--- src/rtl/ma_lsu_if.sv ---
// rtl/ma_lsu_if.sv - pipeline-side and data-bus signals of the MA-stage load/store unit
interface ma_lsu_if;
  logic        s_flush_i;
  logic        s_valid_i;
  logic        s_we_i;
  logic [1:0]  s_size_i;
  logic        s_unsigned_i;
  logic [31:0] s_addr_i;
  logic [31:0] s_wdata_i;
  logic        s_busy_o;
  logic        s_done_o;
  logic [31:0] s_rdata_o;
  logic        s_misalign_o;
  logic        s_buserr_o;
  logic        s_hreq_o;
  logic        s_hwe_o;
  logic [31:0] s_haddr_o;
  logic [3:0]  s_hbe_o;
  logic [31:0] s_hwdata_o;
  logic        s_hgnt_i;
  logic        s_hrvalid_i;
  logic [31:0] s_hrdata_i;
  logic        s_herr_i;

  modport slave (
    input  s_flush_i, s_valid_i, s_we_i, s_size_i, s_unsigned_i, s_addr_i, s_wdata_i,
           s_hgnt_i, s_hrvalid_i, s_hrdata_i, s_herr_i,
    output s_busy_o, s_done_o, s_rdata_o, s_misalign_o, s_buserr_o,
           s_hreq_o, s_hwe_o, s_haddr_o, s_hbe_o, s_hwdata_o
  );

  modport master (
    output s_flush_i, s_valid_i, s_we_i, s_size_i, s_unsigned_i, s_addr_i, s_wdata_i,
           s_hgnt_i, s_hrvalid_i, s_hrdata_i, s_herr_i,
    input  s_busy_o, s_done_o, s_rdata_o, s_misalign_o, s_buserr_o,
           s_hreq_o, s_hwe_o, s_haddr_o, s_hbe_o, s_hwdata_o
  );
endinterface

--- src/rtl/ma_lsu.sv ---
// rtl/ma_lsu.sv - MA-stage load/store unit, one bus transaction per access
// Optional WAIT timeout enabled by defining LSU_BUS_TIMEOUT_EN.
module ma_lsu #(
  parameter int TIMEOUT_CYCLES = 64
) (
  input  logic    s_clk_i,
  input  logic    s_resetn_i,
  ma_lsu_if.slave bus
);

  typedef enum logic [1:0] {ST_IDLE, ST_REQ, ST_WAIT} state_t;

  state_t      state;
  logic [1:0]  lat_size;
  logic        lat_uns;
  logic [1:0]  lat_off;
  logic        flushed;
  logic        misaligned;
  logic [3:0]  be_next;
  logic [31:0] wdata_next;
  logic [31:0] lane;
  logic [31:0] load_fmt;

  assign misaligned = (bus.s_size_i == 2'b01 && bus.s_addr_i[0]) ||
                      (bus.s_size_i == 2'b10 && bus.s_addr_i[1:0] != 2'b00) ||
                      (bus.s_size_i == 2'b11);

  always_comb begin
    be_next    = 4'b1111;
    wdata_next = bus.s_wdata_i;
    case (bus.s_size_i)
      2'b00: begin
        be_next    = 4'b0001 << bus.s_addr_i[1:0];
        wdata_next = {4{bus.s_wdata_i[7:0]}};
      end
      2'b01: begin
        be_next    = 4'b0011 << bus.s_addr_i[1:0];
        wdata_next = {2{bus.s_wdata_i[15:0]}};
      end
      default: ;
    endcase
  end

  // Load lane is picked with the offset latched at request time, not the live address.
  always_comb begin
    lane     = bus.s_hrdata_i >> {lat_off, 3'b000};
    load_fmt = lane;
    case (lat_size)
      2'b00:   load_fmt = {{24{~lat_uns & lane[7]}}, lane[7:0]};
      2'b01:   load_fmt = {{16{~lat_uns & lane[15]}}, lane[15:0]};
      default: ;
    endcase
  end

`ifdef LSU_BUS_TIMEOUT_EN
  localparam int CNT_W = $clog2(TIMEOUT_CYCLES + 1);
  localparam logic [CNT_W-1:0] TMO_LAST = CNT_W'(TIMEOUT_CYCLES - 1);
  logic [CNT_W-1:0] tmo_cnt;
`else
  wire unused_timeout_cfg = |TIMEOUT_CYCLES;
`endif

  always_ff @(posedge s_clk_i or negedge s_resetn_i) begin
    if (!s_resetn_i) begin
      state            <= ST_IDLE;
      lat_size         <= 2'b00;
      lat_uns          <= 1'b0;
      lat_off          <= 2'b00;
      flushed          <= 1'b0;
      bus.s_busy_o     <= 1'b0;
      bus.s_done_o     <= 1'b0;
      bus.s_rdata_o    <= 32'h0;
      bus.s_misalign_o <= 1'b0;
      bus.s_buserr_o   <= 1'b0;
      bus.s_hreq_o     <= 1'b0;
      bus.s_hwe_o      <= 1'b0;
      bus.s_haddr_o    <= 32'h0;
      bus.s_hbe_o      <= 4'h0;
      bus.s_hwdata_o   <= 32'h0;
`ifdef LSU_BUS_TIMEOUT_EN
      tmo_cnt          <= '0;
`endif
    end else begin
      bus.s_done_o     <= 1'b0;
      bus.s_misalign_o <= 1'b0;
      bus.s_buserr_o   <= 1'b0;
      case (state)
        ST_IDLE: begin
          if (bus.s_valid_i && misaligned) begin
            bus.s_misalign_o <= 1'b1;
          end else if (bus.s_valid_i) begin
            lat_size       <= bus.s_size_i;
            lat_uns        <= bus.s_unsigned_i;
            lat_off        <= bus.s_addr_i[1:0];
            bus.s_hwe_o    <= bus.s_we_i;
            bus.s_haddr_o  <= {bus.s_addr_i[31:2], 2'b00};
            bus.s_hbe_o    <= be_next;
            bus.s_hwdata_o <= wdata_next;
            bus.s_hreq_o   <= 1'b1;
            bus.s_busy_o   <= 1'b1;
            state          <= ST_REQ;
          end
        end
        ST_REQ: begin
          // Grant beats a same-cycle flush: the bus has already committed.
          if (bus.s_hgnt_i) begin
            bus.s_hreq_o <= 1'b0;
            flushed      <= 1'b0;
            state        <= ST_WAIT;
`ifdef LSU_BUS_TIMEOUT_EN
            tmo_cnt      <= '0;
`endif
          end else if (bus.s_flush_i) begin
            bus.s_hreq_o <= 1'b0;
            bus.s_busy_o <= 1'b0;
            state        <= ST_IDLE;
          end
        end
        ST_WAIT: begin
          if (bus.s_flush_i) flushed <= 1'b1;
          if (bus.s_hrvalid_i) begin
            bus.s_busy_o <= 1'b0;
            state        <= ST_IDLE;
            if (!(flushed || bus.s_flush_i)) begin
              bus.s_done_o   <= ~bus.s_herr_i;
              bus.s_buserr_o <= bus.s_herr_i;
              if (!bus.s_hwe_o && !bus.s_herr_i) bus.s_rdata_o <= load_fmt;
            end
          end
`ifdef LSU_BUS_TIMEOUT_EN
          else if (tmo_cnt == TMO_LAST) begin
            bus.s_busy_o   <= 1'b0;
            bus.s_buserr_o <= ~(flushed || bus.s_flush_i);
            state          <= ST_IDLE;
          end else begin
            tmo_cnt <= tmo_cnt + 1'b1;
          end
`endif
        end
        default: state <= ST_IDLE;
      endcase
    end
  end

endmodule

--- src/flat_wrapper.sv ---
// flat-port wrapper written by rule: the top's interface ports become plain ports
module ma_lsu_flat 
#(
  parameter int TIMEOUT_CYCLES = 64
)
  (s_clk_i, s_resetn_i, bus_s_flush_i, bus_s_valid_i, bus_s_we_i, bus_s_size_i, bus_s_unsigned_i, bus_s_addr_i, bus_s_wdata_i, bus_s_hgnt_i, bus_s_hrvalid_i, bus_s_hrdata_i, bus_s_herr_i, bus_s_busy_o, bus_s_done_o, bus_s_rdata_o, bus_s_misalign_o, bus_s_buserr_o, bus_s_hreq_o, bus_s_hwe_o, bus_s_haddr_o, bus_s_hbe_o, bus_s_hwdata_o);
  ma_lsu_if bus_i ();
  input  logic s_clk_i;
  input  logic s_resetn_i;
  input wire logic [$bits(bus_i.s_flush_i)-1:0] bus_s_flush_i;
  input wire logic [$bits(bus_i.s_valid_i)-1:0] bus_s_valid_i;
  input wire logic [$bits(bus_i.s_we_i)-1:0] bus_s_we_i;
  input wire logic [$bits(bus_i.s_size_i)-1:0] bus_s_size_i;
  input wire logic [$bits(bus_i.s_unsigned_i)-1:0] bus_s_unsigned_i;
  input wire logic [$bits(bus_i.s_addr_i)-1:0] bus_s_addr_i;
  input wire logic [$bits(bus_i.s_wdata_i)-1:0] bus_s_wdata_i;
  input wire logic [$bits(bus_i.s_hgnt_i)-1:0] bus_s_hgnt_i;
  input wire logic [$bits(bus_i.s_hrvalid_i)-1:0] bus_s_hrvalid_i;
  input wire logic [$bits(bus_i.s_hrdata_i)-1:0] bus_s_hrdata_i;
  input wire logic [$bits(bus_i.s_herr_i)-1:0] bus_s_herr_i;
  output wire logic [$bits(bus_i.s_busy_o)-1:0] bus_s_busy_o;
  output wire logic [$bits(bus_i.s_done_o)-1:0] bus_s_done_o;
  output wire logic [$bits(bus_i.s_rdata_o)-1:0] bus_s_rdata_o;
  output wire logic [$bits(bus_i.s_misalign_o)-1:0] bus_s_misalign_o;
  output wire logic [$bits(bus_i.s_buserr_o)-1:0] bus_s_buserr_o;
  output wire logic [$bits(bus_i.s_hreq_o)-1:0] bus_s_hreq_o;
  output wire logic [$bits(bus_i.s_hwe_o)-1:0] bus_s_hwe_o;
  output wire logic [$bits(bus_i.s_haddr_o)-1:0] bus_s_haddr_o;
  output wire logic [$bits(bus_i.s_hbe_o)-1:0] bus_s_hbe_o;
  output wire logic [$bits(bus_i.s_hwdata_o)-1:0] bus_s_hwdata_o;
  assign bus_i.s_flush_i = bus_s_flush_i;
  assign bus_i.s_valid_i = bus_s_valid_i;
  assign bus_i.s_we_i = bus_s_we_i;
  assign bus_i.s_size_i = bus_s_size_i;
  assign bus_i.s_unsigned_i = bus_s_unsigned_i;
  assign bus_i.s_addr_i = bus_s_addr_i;
  assign bus_i.s_wdata_i = bus_s_wdata_i;
  assign bus_i.s_hgnt_i = bus_s_hgnt_i;
  assign bus_i.s_hrvalid_i = bus_s_hrvalid_i;
  assign bus_i.s_hrdata_i = bus_s_hrdata_i;
  assign bus_i.s_herr_i = bus_s_herr_i;
  assign bus_s_busy_o = bus_i.s_busy_o;
  assign bus_s_done_o = bus_i.s_done_o;
  assign bus_s_rdata_o = bus_i.s_rdata_o;
  assign bus_s_misalign_o = bus_i.s_misalign_o;
  assign bus_s_buserr_o = bus_i.s_buserr_o;
  assign bus_s_hreq_o = bus_i.s_hreq_o;
  assign bus_s_hwe_o = bus_i.s_hwe_o;
  assign bus_s_haddr_o = bus_i.s_haddr_o;
  assign bus_s_hbe_o = bus_i.s_hbe_o;
  assign bus_s_hwdata_o = bus_i.s_hwdata_o;
  ma_lsu #(.TIMEOUT_CYCLES(TIMEOUT_CYCLES)) u_core (.s_clk_i(s_clk_i), .s_resetn_i(s_resetn_i), .bus(bus_i));
endmodule
--- config.mk ---
export PLATFORM = sky130hd
export DESIGN_NAME = ma_lsu_flat
export DESIGN_NICKNAME = d
export VERILOG_FILES = /design/src/rtl/ma_lsu_if.sv /design/src/rtl/ma_lsu.sv /design/src/flat_wrapper.sv
export SDC_FILE = /design/constraint.sdc
export NUM_CORES = 1
export LEC_CHECK = 0
export ABC_AREA = 1
export CORE_MARGIN = 1
export CORE_UTILIZATION = 30
export CTS_BUF_LIST = sky130_fd_sc_hd__clkbuf_4 sky130_fd_sc_hd__clkbuf_8
export DETAILED_ROUTE_END_ITERATION = 8
export PLACE_DENSITY_LB_ADDON = 0.2
export SYNTH_ARGS = -nofsm -noshare
export SYNTH_HDL_FRONTEND = slang
export SYNTH_SLANG_ARGS = --single-unit
--- constraint.sdc ---
create_clock -name s_clk_i -period 1.9 [get_ports s_clk_i]
set_input_delay 0.285 -clock s_clk_i [delete_from_list [all_inputs] [get_ports s_clk_i]]
set_output_delay 0.285 -clock s_clk_i [all_outputs]
set_load 0.05 [all_outputs]
==> flow_summary_export.csv <==
group,metric,value,unit
timing,fmax,536,MHz
outcome,status,"finished, violations left",
grt,antenna_found_initial,0,
synthesis,synth_most_common_cell,"nand2_1",
cts,clkSinkCount,112,
placed_design,place_hpwl,12.2,mm
critical_path,cp_slowest_stage_delay,0.81,ns
critical_path,path_cells,"clkdlybuf4s50_1",
cts,htreeDepth,3,
cts,path_clk_slew,0.11,ns
timing,hold_viol,0,
drt,wl_per_cell,14.2,um
critical_path,cp_slowest_cell,"clkdlybuf4s50_1",
critical_path,arrival,1.58,ns
drt,remaining_drc_errors,12,
floorplan,die_area,19400,um2
synthesis,synth_top_family_by_area,"simple AND/OR/NAND/NOR gates",
synthesis,yosysSeqAreaShare,0.496,
synthesis,yosysTopAreaCellShare,0.496,
power,power.density,1760,nW/um2
timing,rsz0062_at_grt,"no",
timing,worst_pin_slew,0.565,ns
timing,layout_min_cycle_time,1.87,ns
synthesis,synth_cell_types,30,
timing,tns,0,ns
grt,overflow,0,
layout,drive_above_1_share,0.100,
synthesis,synth_seq_cells,112,
placed_design,place.gp.congestion,0.812,
synthesis,synth-xor-area-share,0,
critical_path,worst_setup_path_end_kind,"primary output",
power,p_leak,0.00462,uW
synthesis,ys.warnings.count,0,
synthesis,synth.area.top_cells,"dfrtp_1 (50%), nand2_1 (21%), o21ai_0 (5.2%)",
layout,multi_input_area,2380,um2
synthesis,synthMuxAreaShare,0,
floorplan,core,18200,um2
layout,fin_nets,1052,
cts,numCtsBuffers,9,
floorplan,start_util,0.310,
floorplan,rows,49,
timing,maxSlewHeadroom,0.623,
critical_path,path_buf_inv,1,
grt,grt_pass1_wl,26.7,mm
synthesis,async_flop_share,1.00,
floorplan,die_w,139,um
synthesis,synth_edf_count,0,
timing,fin_crit_sh,0.983,
timing,final.setup_skew,0.0106,ns
synthesis,ys.flop_type,"dfrtp_1",
critical_path,criticalPathCategory,"reg -> out",
critical_path,critical_path_peak_fanout,2,
floorplan,ioPinCount,213,
synthesis,synth.avg_cell_area,7.65,um2
synthesis,synth_top_cells_by_count,"nand2_1 (313), dfrtp_1 (112), o21ai_0 (59)",
cts,clockBufferDepth,2,
critical_path,worst_setup_path_start_kind,"register",
synthesis,syn-instance-count,738,
drt,dr_total_vias,5255,
layout,fillers,1832,
layout,design_area,8260,um2
drt,finalWirelength,16.7,mm
grt,grt_max_degree,71,
drt,first_pass_iters,7,
layout,instances_no_fill,1175,
placed_design,dp.cells,1158,
cts,cts_tree,"built",
placed_design,postPlaceCellArea,7960,um2
layout,register_area,2800,um2
synthesis,synth-compound-area-share,0.0899,
cts,cts_root_buffer,"clkbuf_8",
critical_path,crit_family,"buffers and inverters",
layout,diodes,0,
synthesis,synth-adder-area-share,0.00886,
drt,route.met3.wl,1.45,mm
timing,setup_viol,0,
layout,syn2layout_area_growth,46.3,%
min_path,holdCritPathClass,"in -> async",
flow_run,maxCapViolCount,0,
placed_design,portBuffers,210,
synthesis,synth-simple-area-share,0.321,
drt,ant_nets,0,
drt,highest_layer,"met4",
drt,wl_met1,7.26,mm
grt,grt_pass1_vias,5042,
grt,grt_usage,0.176,
outcome,violations,"DRC",
power,max-vdd-ir-drop,0.883,mV
drt,drtIter0Drc,198,
timing,slew_viol_final,0,
drt,dr_wl_met2,7.65,mm
power,total_power,14500,uW
drt,viasPerCell,4.47,
synthesis,syn_area,5650,um2
cts,worst_skew_pair.late_latency,0.39,ns
floorplan,die_y,139,um
synthesis,synth_top_cell_by_area,"dfrtp_1",
critical_path,worstPathRequired,1.62,ns
## final timing paths
| kind | from | slack (ns) | to | depth (start not counted) |
|---|---|---|---|---|
| max reg2reg | u_core.state[0] | 0.16 | u_core.bus.s_rdata_o[18] | 10 |
| min in group s_clk_i | bus_s_addr_i[3] | 0.41 | u_core.bus.s_haddr_o[3] | 3 |
| max in group asynchronous | s_resetn_i | 0.91 | u_core.bus.s_hwdata_o[18] | 3 |
| min | s_resetn_i | 0.36 | u_core.bus.s_rdata_o[1] | 2 |
| min reg2reg | u_core.bus.s_haddr_o[29] | 0.48 | u_core.bus.s_haddr_o[29] | 2 |
| max | u_core.bus.s_hwdata_o[11] | 0.03 | bus_s_hwdata_o[11] | 1 |
## through the flow
stage	hold WS, ns	setup WS, ns	util
after detailed placement	0.249	-0.0515	0.437
after floorplan	-0.0106	0.340	-
after global placement	0.247	-0.0100	0.437
after CTS	0.354	0.00126	0.449
after global routing	0.379	0.000416	0.454
final	0.364	0.0328	0.454
## repair_timing
| action | CTS | global route |
|---|---|---|
| resized for setup | 14 | 38 |
| hold buffers | 1 | 0 |
| setup buffers | 0 | 0 |
| pin swaps | 0 | 0 |
| endpoints found under the setup margin | 14 | 49 |
| endpoints found under the hold margin | 24 | 0 |
## placed cells by master (no fill, tap or decap), types with 2 or more instances in the layout
cell type,Yosys,routed
nor2_1,50,50
dlymetal6s2s_1,0,36
or2_1,2,2
nand3_1,25,25
clkinv_4,0,3
buf_12,0,6
nand2_1,313,313
inv_4,1,2
conb_1,1,2
a21oi_1,27,27
dlygate4sd2_1,0,14
or2_2,13,13
nand3_2,11,11
clkbuf_8,0,9
ha_1,4,4
nand3_4,2,2
clkdlybuf4s50_1,0,140
nand2_2,3,3
o21ai_0,59,59
buf_4,7,35
inv_1,52,52
nor2_2,2,2
o21ai_1,11,11
dfrtp_1,112,112
## routing by layer
layer	GRT usage	vias to the layer above
met4	0.0643	0
met1	0.221	2385
met5	0	-
met2	0.282	161
met3	0.0578	18
li1	-	2691
## registers in the layout, summed over array words and instances, names as in the netlist
| register | count |
|---|---|
| u_core.bus.s_rdata_o | 32 |
| u_core.bus.s_hreq_o | 1 |
| u_core.bus.s_misalign_o | 1 |
| u_core.lat_uns | 1 |
| u_core.bus.s_hwe_o | 1 |
| u_core.lat_size | 2 |
| u_core.bus.s_busy_o | 1 |
| u_core.lat_off | 2 |
| u_core.bus.s_buserr_o | 1 |
| u_core.bus.s_haddr_o | 30 |
| u_core.state | 2 |
| u_core.bus.s_hbe_o | 4 |
| u_core.bus.s_done_o | 1 |
| u_core.flushed | 1 |
| u_core.bus.s_hwdata_o | 32 |
## final cells by class
type,count,share of cell area
Sequential cell,112,0.339
Multi-Input combinational cell,531,0.288
Clock inverter,7,0.0111
Timing Repair Buffer,232,0.286
Clock buffer,9,0.0150
Inverter,55,0.0256
Tap cell,229,0.0347
## power by group
part | internal (uW) | switching [uW]
clock | 638 | 913
sequential | 3470 | 638
combinational | 2780 | 6110
total | 6890 | 7660
## cell families after synthesis
| family | after synthesis |
|---|---|
| compound gates | 99 |
| fa+ha+maj | 4 |
| buf+inv | 96 |
| flops | 112 |
| simple gates | 426 |
| other cells | 1 |
(Power assumes the default switching activity.)
